### config.mk
export PLATFORM = sky130hd
export DESIGN_NAME = multicycle_control
export DESIGN_NICKNAME = d
export VERILOG_FILES = /design/src/rtl/multicycle_control.sv
export SDC_FILE = /design/constraint.sdc
export NUM_CORES = 1
export LEC_CHECK = 0
export CORE_UTILIZATION = 33
export CTS_CLUSTER_SIZE = 14
export DETAILED_ROUTE_END_ITERATION = 16
export PLACE_DENSITY = 0.74
export SYNTH_ARGS = -nofsm -noshare
export SYNTH_HDL_FRONTEND = slang
export SYNTH_SLANG_ARGS = --single-unit
### constraint.sdc
create_clock -name clk -period 1.6 [get_ports clk]
set_clock_uncertainty 0.2 [all_clocks]
set_input_delay 0.16 -clock clk [delete_from_list [all_inputs] [get_ports clk]]
set_output_delay 0.16 -clock clk [all_outputs]
set_load 0.03 [all_outputs]
### src/rtl/multicycle_control.sv
// Multicycle CPU main control FSM: sequences fetch/decode/execute/memory/writeback.
// Latency: one state per clock; outputs decode the current state combinationally.
// Backpressure: mem_ready low holds FETCH, MEMRD and MEMWR; all other states advance unconditionally.
module multicycle_control (
    input  logic       clk,
    input  logic       reset,
    input  logic [5:0] op,
    input  logic       mem_ready,
    output logic       pcwrite,
    output logic       pcwritecond,
    output logic       iord,
    output logic       memread,
    output logic       memwrite,
    output logic       irwrite,
    output logic       memtoreg,
    output logic       regdst,
    output logic       regwrite,
    output logic       alusrca,
    output logic [1:0] alusrcb,
    output logic [1:0] pcsrc,
    output logic [1:0] aluop,
    output logic       illegal_op,
    output logic [3:0] state
);

    typedef enum logic [3:0] {
        FETCH   = 4'd0,
        DECODE  = 4'd1,
        MEMADR  = 4'd2,
        MEMRD   = 4'd3,
        MEMWB   = 4'd4,
        MEMWR   = 4'd5,
        EXECUTE = 4'd6,
        ALUWB   = 4'd7,
        BRANCH  = 4'd8,
        ANDIEX  = 4'd9,
        ANDIWB  = 4'd10,
        JUMP    = 4'd11
    } state_e;

    localparam logic [5:0] OP_LW   = 6'b100011;
    localparam logic [5:0] OP_SW   = 6'b101011;
    localparam logic [5:0] OP_RTYP = 6'b000000;
    localparam logic [5:0] OP_BEQ  = 6'b000100;
    localparam logic [5:0] OP_ANDI = 6'b001100;
    localparam logic [5:0] OP_J    = 6'b000010;

    state_e state_q;
    state_e state_d;

    always_comb begin
        state_d = FETCH;
        case (state_q)
            FETCH:   state_d = mem_ready ? DECODE : FETCH;
            DECODE: begin
                case (op)
                    OP_LW, OP_SW: state_d = MEMADR;
                    OP_RTYP:      state_d = EXECUTE;
                    OP_BEQ:       state_d = BRANCH;
                    OP_ANDI:      state_d = ANDIEX;
                    OP_J:         state_d = JUMP;
                    default:      state_d = FETCH;
                endcase
            end
            MEMADR:  state_d = (op == OP_LW) ? MEMRD : MEMWR;
            MEMRD:   state_d = mem_ready ? MEMWB : MEMRD;
            MEMWB:   state_d = FETCH;
            MEMWR:   state_d = mem_ready ? FETCH : MEMWR;
            EXECUTE: state_d = ALUWB;
            ALUWB:   state_d = FETCH;
            BRANCH:  state_d = FETCH;
            ANDIEX:  state_d = ANDIWB;
            ANDIWB:  state_d = FETCH;
            JUMP:    state_d = FETCH;
            default: state_d = FETCH;
        endcase
    end

    always_ff @(posedge clk) begin
        if (reset) begin
            state_q <= FETCH;
        end else begin
            state_q <= state_d;
        end
    end

    always_comb begin
        pcwrite     = 1'b0;
        pcwritecond = 1'b0;
        iord        = 1'b0;
        memread     = 1'b0;
        memwrite    = 1'b0;
        irwrite     = 1'b0;
        memtoreg    = 1'b0;
        regdst      = 1'b0;
        regwrite    = 1'b0;
        alusrca     = 1'b0;
        alusrcb     = 2'b00;
        pcsrc       = 2'b00;
        aluop       = 2'b00;
        illegal_op  = 1'b0;
        case (state_q)
            FETCH: begin
                memread = 1'b1;
                alusrcb = 2'b01;
                irwrite = mem_ready;
                pcwrite = mem_ready;
            end
            DECODE: begin
                alusrcb = 2'b11;
                // Flag only; the FSM simply refetches on an unknown opcode.
                illegal_op = !(op inside {OP_LW, OP_SW, OP_RTYP, OP_BEQ, OP_ANDI, OP_J});
            end
            MEMADR: begin
                alusrca = 1'b1;
                alusrcb = 2'b10;
            end
            MEMRD: begin
                memread = 1'b1;
                iord    = 1'b1;
            end
            MEMWB: begin
                memtoreg = 1'b1;
                regwrite = 1'b1;
            end
            MEMWR: begin
                memwrite = 1'b1;
                iord     = 1'b1;
            end
            EXECUTE: begin
                alusrca = 1'b1;
                aluop   = 2'b10;
            end
            ALUWB: begin
                regdst   = 1'b1;
                regwrite = 1'b1;
            end
            BRANCH: begin
                alusrca     = 1'b1;
                aluop       = 2'b01;
                pcwritecond = 1'b1;
                pcsrc       = 2'b01;
            end
            ANDIEX: begin
                alusrca = 1'b1;
                alusrcb = 2'b10;
                aluop   = 2'b11;
            end
            ANDIWB: begin
                regwrite = 1'b1;
            end
            JUMP: begin
                pcwrite = 1'b1;
                pcsrc   = 2'b10;
            end
            default: ;
        endcase
    end

    assign state = state_q;

endmodule
==> impl_metrics.py, run 1 <==
metrics = {
    "run_status": {
        "status": "complete, but fails checks",
        "violations": "negative setup slack",
    },
    "yosys": {
        "yosysTopAreaCell": "dfxtp_1",
        "synth_cells": 78,
        "ys_seq_elements": 4,
        "syn_area_um2": 519,
        "yosys.area.top_type_share_pct": 15.4,
        "synth_top_cells_by_count": "nor2_1 (11), clkbuf_1 (8), nor3_1 (8)",
        "yosysSeqAreaShare_pct": 15.4,
        "synth_flop_cell": "dfxtp_1",
        "yosys_warnings": 0,
        "syn_avg_cell_area_um2": 6.66,
        "synth-async-reset-ratio_pct": 0,
        "netlist_top_cells_area": "dfxtp_1 (15%), nor2_1 (8.0%), nor3_1 (7.7%)",
        "synth_edf_count": 0,
        "synth_most_common_cell": "nor2_1",
        "yosysUniqueCellTypes": 32,
        "syn_nets": 87,
    },
    "power": {
        "p_total_mw": 0.453,
        "peakVddDrop_mv": 0.503,
        "leakage_nw": 0.535,
        "p_per_area_mw_per_mm2": 342,
    },
    "cts": {
        "clock_latency_ps": 250,
        "cts_made_buffers": 3,
        "cts-root-buf": "clkbuf_4",
        "clock_sinks": 4,
        "clockBufferDepth": 2,
        "hold_buffers": 0,
        "cts_tree": "built",
        "h-tree-depth": 1,
        "clk_pin_slew_ps": 50,
    },
    "sta": {
        "hold_viol": 0,
        "worst_pin_slew_ps": 318,
        "fmax_ghz": 0.551,
        "setup_viol_count_final": 15,
        "slew-limit-headroom_pct": 78.6,
        "period_minus_slack_ps": 1820,
        "drv_slew": 0,
        "setup_ws_ps": -216,
        "rsz0062_at_grt": "yes",
        "min_period_over_period_pct": 113,
    },
    "final_layout": {
        "nets": 142,
        "utilization_pct": 95.8,
        "drive_gt1_share_pct": 67.2,
        "largest_reg_flops": 4,
        "multiInputGateArea_um2": 622,
        "n_antenna_cell": 0,
        "area_delta_synth_final_pct": 155,
        "stdcell_count": 146,
        "ff_latch_area_um2": 95.1,
        "n_fill_cell": 34,
        "fin_area_mm2": 0.00133,
    },
    "detailed_routing": {
        "ant_nets": 0,
        "vias_per_cell": 6.41,
        "wl_per_cell_um": 20.5,
        "drt_iter0_markers": 30,
        "dr.pass1.iters": 4,
        "routed_wl_um": 3000,
        "drc": 0,
        "dr_total_vias": 936,
    },
    "global_route": {
        "grt.total_usage_pct": 29.4,
        "grt_max_degree": 12,
        "grt_pass1_vias": 812,
        "grt_pass1_wl_um": 3930,
        "grt_antenna_before_repair": 0,
        "grt-ovfl-total": 0,
    },
    "floorplanning": {
        "pin_count": 30,
        "core-area_mm2": 0.00138,
        "start_util_pct": 37.6,
        "rows": 13,
        "die_x_um": 41.7,
        "die_area_mm2": 0.00174,
        "die_y_um": 41.7,
    },
    "placement": {
        "gp_congestion": 0.826,
        "port_buffers": 29,
        "place_area_mm2": 0.00105,
        "post-place-ws_ps": -341,
        "hpwl_um": 1440,
        "place_inst": 136,
    },
    "setup_path": {
        "crit_start": "state[1]",
        "path_buf_inv": 3,
        "worstPathArrival_ps": 1460,
        "r2r_start": "state[1]",
        "crit_fanout": 5,
        "crit_required_ps": 1240,
        "path_cells": "buf_4 -> buf_8 -> nand2b_4 -> or2_4 -> a21oi_4 -> buf_6",
        "crit_family": "flip-flops",
        "max_stage_delay_ps": 380,
        "crit_path_top_delay_cell": "dfxtp_4",
        "worstSetupEndpointType": "output port",
        "crit_path_start_kind": "flop",
        "path_class": "flop to output port",
    },
    "worst_hold_path": {
        "min_from": "op[2]",
        "hold_path_class": "input port to flop",
    },
    "run": {
        "max-cap-violations": 0,
    },
}
-- logic make-up after synthesis --
logic type / after synthesis / synth area share (%)
mux: 1 / 2.17
flops: 4 / 15.4
xor+xnor: 1 / 1.69
buf+inv: 9 / 7.23
simple gates: 43 / 45.5
compound gates: 20 / 28.0
-- worst min-delay path, delay by kind of cell --
kind	cells	cell delay (ps)
simple gates	1	150
compound gates	2	200
buf+inv	1	230
-- layout make-up --
| class | instances | share of cell area, % |
|---|---|---|
| multi-input combinational | 65 | 46.9 |
| sequential | 4 | 7.18 |
| timing repair buffer | 59 | 42.8 |
| tap | 15 | 1.42 |
| clock buffer | 3 | 1.70 |
-- through the flow --
stage	hold slack, ps	TNS [ps]
finish	335	-1860
global route	375	-2350
CTS	328	-1200
detailed placement	377	-1390
global placement	361	-1250
floorplan	28.8	-607
-- where the power goes --
part           internal [mW]  total [mW]  switching, mW
registers             0.0970       0.102        0.00500
clock network         0.0848       0.139         0.0538
logic                  0.102       0.212          0.110
-- worst paths after layout --
path,slack [ps],to,cells after the start
setup / recovery,-220,alusrcb[1],6
hold reg to reg,410,state[1],2
setup reg to reg,-110,state[0],7
hold / removal,330,state[1],4
-- what timing repair did --
item / CTS / global route
pin swaps: 8 / 6
setup endpoints to repair: 21 / 18
gates resized for setup: 35 / 24
buffers inserted: 7 / 0
cloned: 0 / 0
-- placed cells by master, fill, tap and decap left out, types with 2 or more instances in the layout --
| cell type | count |
|---|---|
| dfxtp_4 | 4 |
| nand2_2 | 2 |
| clkbuf_4 | 3 |
| a31oi_1 | 2 |
| nor2_4 | 6 |
| nor3_4 | 4 |
| dlygate4sd2_1 | 8 |
| nor2_1 | 5 |
| nor3_1 | 3 |
| nand2_1 | 2 |
| buf_4 | 24 |
| nand2b_4 | 4 |
| buf_6 | 21 |
| a21oi_1 | 4 |
| nor4_1 | 2 |
| o22ai_4 | 2 |
| clkdlybuf4s50_1 | 3 |
| buf_8 | 2 |
-- routing by layer --
layer / GRT usage, % / vias to the layer above / wire (µm)
li1: - / 400 / -
met1: 33.6 / 439 / 1090
met2: 53.4 / 79 / 1540
met3: 2.17 / 18 / 252
met4: 15.5 / 0 / 123
met5: 0 / - / 0
No activity file was read; power rests on OpenSTA's default activity.
==> run 2: changes to the inputs <==
Settings changed: CTS_CLUSTER_SIZE 14 to not set, HOLD_SLACK_MARGIN set to 0.02, REMOVE_ABC_BUFFERS set to 1.
==> run 2 against run 1 <==
Against the previous run: largest cell class unchanged; sequential cell count unchanged; final cell count up 0.68%; count of clock-buffer cells in the layout unchanged; die area unchanged; global-route usage down 4.0 points; largest power group unchanged; clock power down 6%; the run still ends with negative setup slack left; worst setup slack better by 28 ps; final area down 11%.
==> impl_metrics.py, run 2 (synthesis gave the netlist of run 1 again) <==
metrics = {
    "sta": {
        "hold_viol": 0,
        "rsz0062_at_grt": "yes",
        "drv_slew": 0,
        "fmax_ghz": 0.559,
        "worst_pin_slew_ps": 273,
        "min_period_over_period_pct": 112,
        "setup_viol_count_final": 13,
        "setup_ws_ps": -188,
        "period_minus_slack_ps": 1790,
        "holdWs_ps": 232,
        "slew-limit-headroom_pct": 81.6,
    },
    "power": {
        "leakage_nw": 0.510,
        "seq_power_share_pct": 24.3,
        "p_comb_share_pct": 45.1,
        "power.share.clock_pct": 30.6,
        "p_int_mw": 0.277,
        "p_total_mw": 0.427,
        "p_sw_mw": 0.150,
        "netSwitchingFraction_pct": 35.0,
        "p_per_area_mw_per_mm2": 361,
        "peakVddDrop_mv": 0.271,
    },
    "detailed_routing": {
        "drt_iter0_markers": 24,
        "vias_per_cell": 5.81,
        "routed_wl_um": 2420,
        "dr.pass1.iters": 4,
        "drc": 0,
        "dr_total_vias": 854,
        "wl_per_cell_um": 16.5,
        "ant_nets": 0,
    },
    "worst_hold_path": {
        "hold_path_class": "input port to flop",
    },
    "setup_path": {
        "crit_start": "state[1]",
        "r2r-end": "state[2]",
        "cp-endpoint": "illegal_op",
        "max_stage_delay_ps": 360,
        "reg2reg_slack_ps": -80,
        "r2r_start": "state[1]",
        "path_cells": "nand2b_4 -> or3_4 -> a211oi_2 -> buf_4",
        "worstRegToRegCells": 5,
        "worstSetupEndpointType": "output port",
        "worstPathArrival_ps": 1430,
        "path_class": "flop to output port",
        "crit_fanout": 5,
        "crit_required_ps": 1240,
        "crit_path_top_delay_cell": "dfxtp_4",
        "crit_path_start_kind": "flop",
    },
    "floorplanning": {
        "core-area_mm2": 0.00138,
        "die_y_um": 41.7,
        "die_x_um": 41.7,
        "rows": 13,
        "start_util_pct": 37.6,
        "die_area_mm2": 0.00174,
        "pin_count": 30,
    },
    "final_layout": {
        "final_cell_mix": "buf_4 (39), buf_6 (13), nor2_1 (8)",
        "drive_gt1_share_pct": 65.2,
        "area_delta_synth_final_pct": 128,
        "n_antenna_cell": 0,
        "largest_reg_flops": 4,
        "nets": 143,
        "final_common_cell": "buf_4",
    },
    "cts": {
        "cts-root-buf": "clkbuf_4",
        "clock_latency_ps": 240,
        "clk_pin_slew_ps": 40,
        "clock_sinks": 4,
        "cts_tree": "built",
        "h-tree-depth": 1,
        "clockBufferDepth": 2,
        "cts_made_buffers": 3,
    },
    "placement": {
        "post-place-ws_ps": -383,
        "port_buffers": 29,
        "hpwl_um": 1370,
        "gp_congestion": 0.841,
    },
    "global_route": {
        "grt-ovfl-total": 0,
        "grt_max_degree": 12,
        "grt.total_usage_pct": 25.4,
        "grt_antenna_before_repair": 0,
        "grt_pass1_wl_um": 3510,
        "grt_pass1_vias": 784,
    },
    "run_status": {
        "violations": "negative setup slack",
        "status": "complete, but fails checks",
    },
    "run": {
        "max-cap-violations": 0,
    },
}
## run 2: cell count changes in the layout (fill, tap and decap cells not counted), moves of 2 or more
cell           previous run  this run
clkbuf_2                  0         2
dlygate4sd2_1             8         1
nor2_1                    5         8
buf_6                    21        13
buf_8                     2         0
nor3_4                    4         2
o22ai_4                   2         0
nor3_2                    1         3
buf_4                    24        39
nor2_4                    6         2
nand2_1                   2         4
## run 2: power by group through the flow
stage / clock network [mW] / logic, mW / registers [mW]
after global routing: 0.140 / 0.202 / 0.104
after global placement: 0 / 0.150 / 0.108
after floorplan: 0 / 0.0605 / 0.114
after detailed placement: 0 / 0.152 / 0.109
final: 0.131 / 0.192 / 0.104
after CTS: 0.124 / 0.173 / 0.104
## run 2: cell type report
type,instances,area (µm²)
Multi-Input combinational cell,65,541
Timing Repair Buffer,60,508
Fill cell,77,200
Sequential cell,4,92.6
Clock buffer,3,22.5
Tap cell,15,18.8
## run 2: metal layers
layer	vias up	wire, µm	share of wire (%)	track usage [%]
li1	403	-	-	-
met5	-	0	0	0
met1	402	905	37	27.8
met4	0	61	2.5	10.3
met3	7	83	3.4	3.04
met2	42	1370	57	48.4
## run 2: worst min path at each step
stage                        start  endpoint  slack, ps  cells after the start
after floorplan              reset  state[0]         40                      1
after global placement    state[2]  state[3]        440                      2
after detailed placement  state[2]  state[3]        440                      2
after CTS                    op[1]  state[2]        350                      5
after global routing         op[5]  state[1]        280                      5
final                        op[5]  state[1]        230                      5
## run 2: critical path, delay by kind of cell, from the launching register on
kind / cells / cell delay [ps]
AND/OR/NAND/NOR: 2 / 470
flip-flops: 1 / 360
buffers and inverters: 1 / 190
AO/OA/AOI/OAI: 1 / 170
## run 2: repair_timing
item                       CTS  global route
buffers inserted             7             1
cloned                       0             0
hold buffers                 0             0
pin swaps                    7             8
setup endpoints to repair   18            18
gates resized for setup     32            26
## run 2: metrics by stage
step | setup TNS (ps) | utilization [%] | instance area [µm²] | std cells
2_1_floorplan | -8030 | - | 482 | 69
3_3_place_gp | -1020 | 65.9 | 911 | 136
3_5_place_dp | -1250 | 65.9 | 911 | 136
4_1_cts | -769 | 78.7 | 1090 | 146
5_1_grt | -1840 | 85.5 | 1180 | 147
6_report | -1120 | 85.5 | 1180 | 147
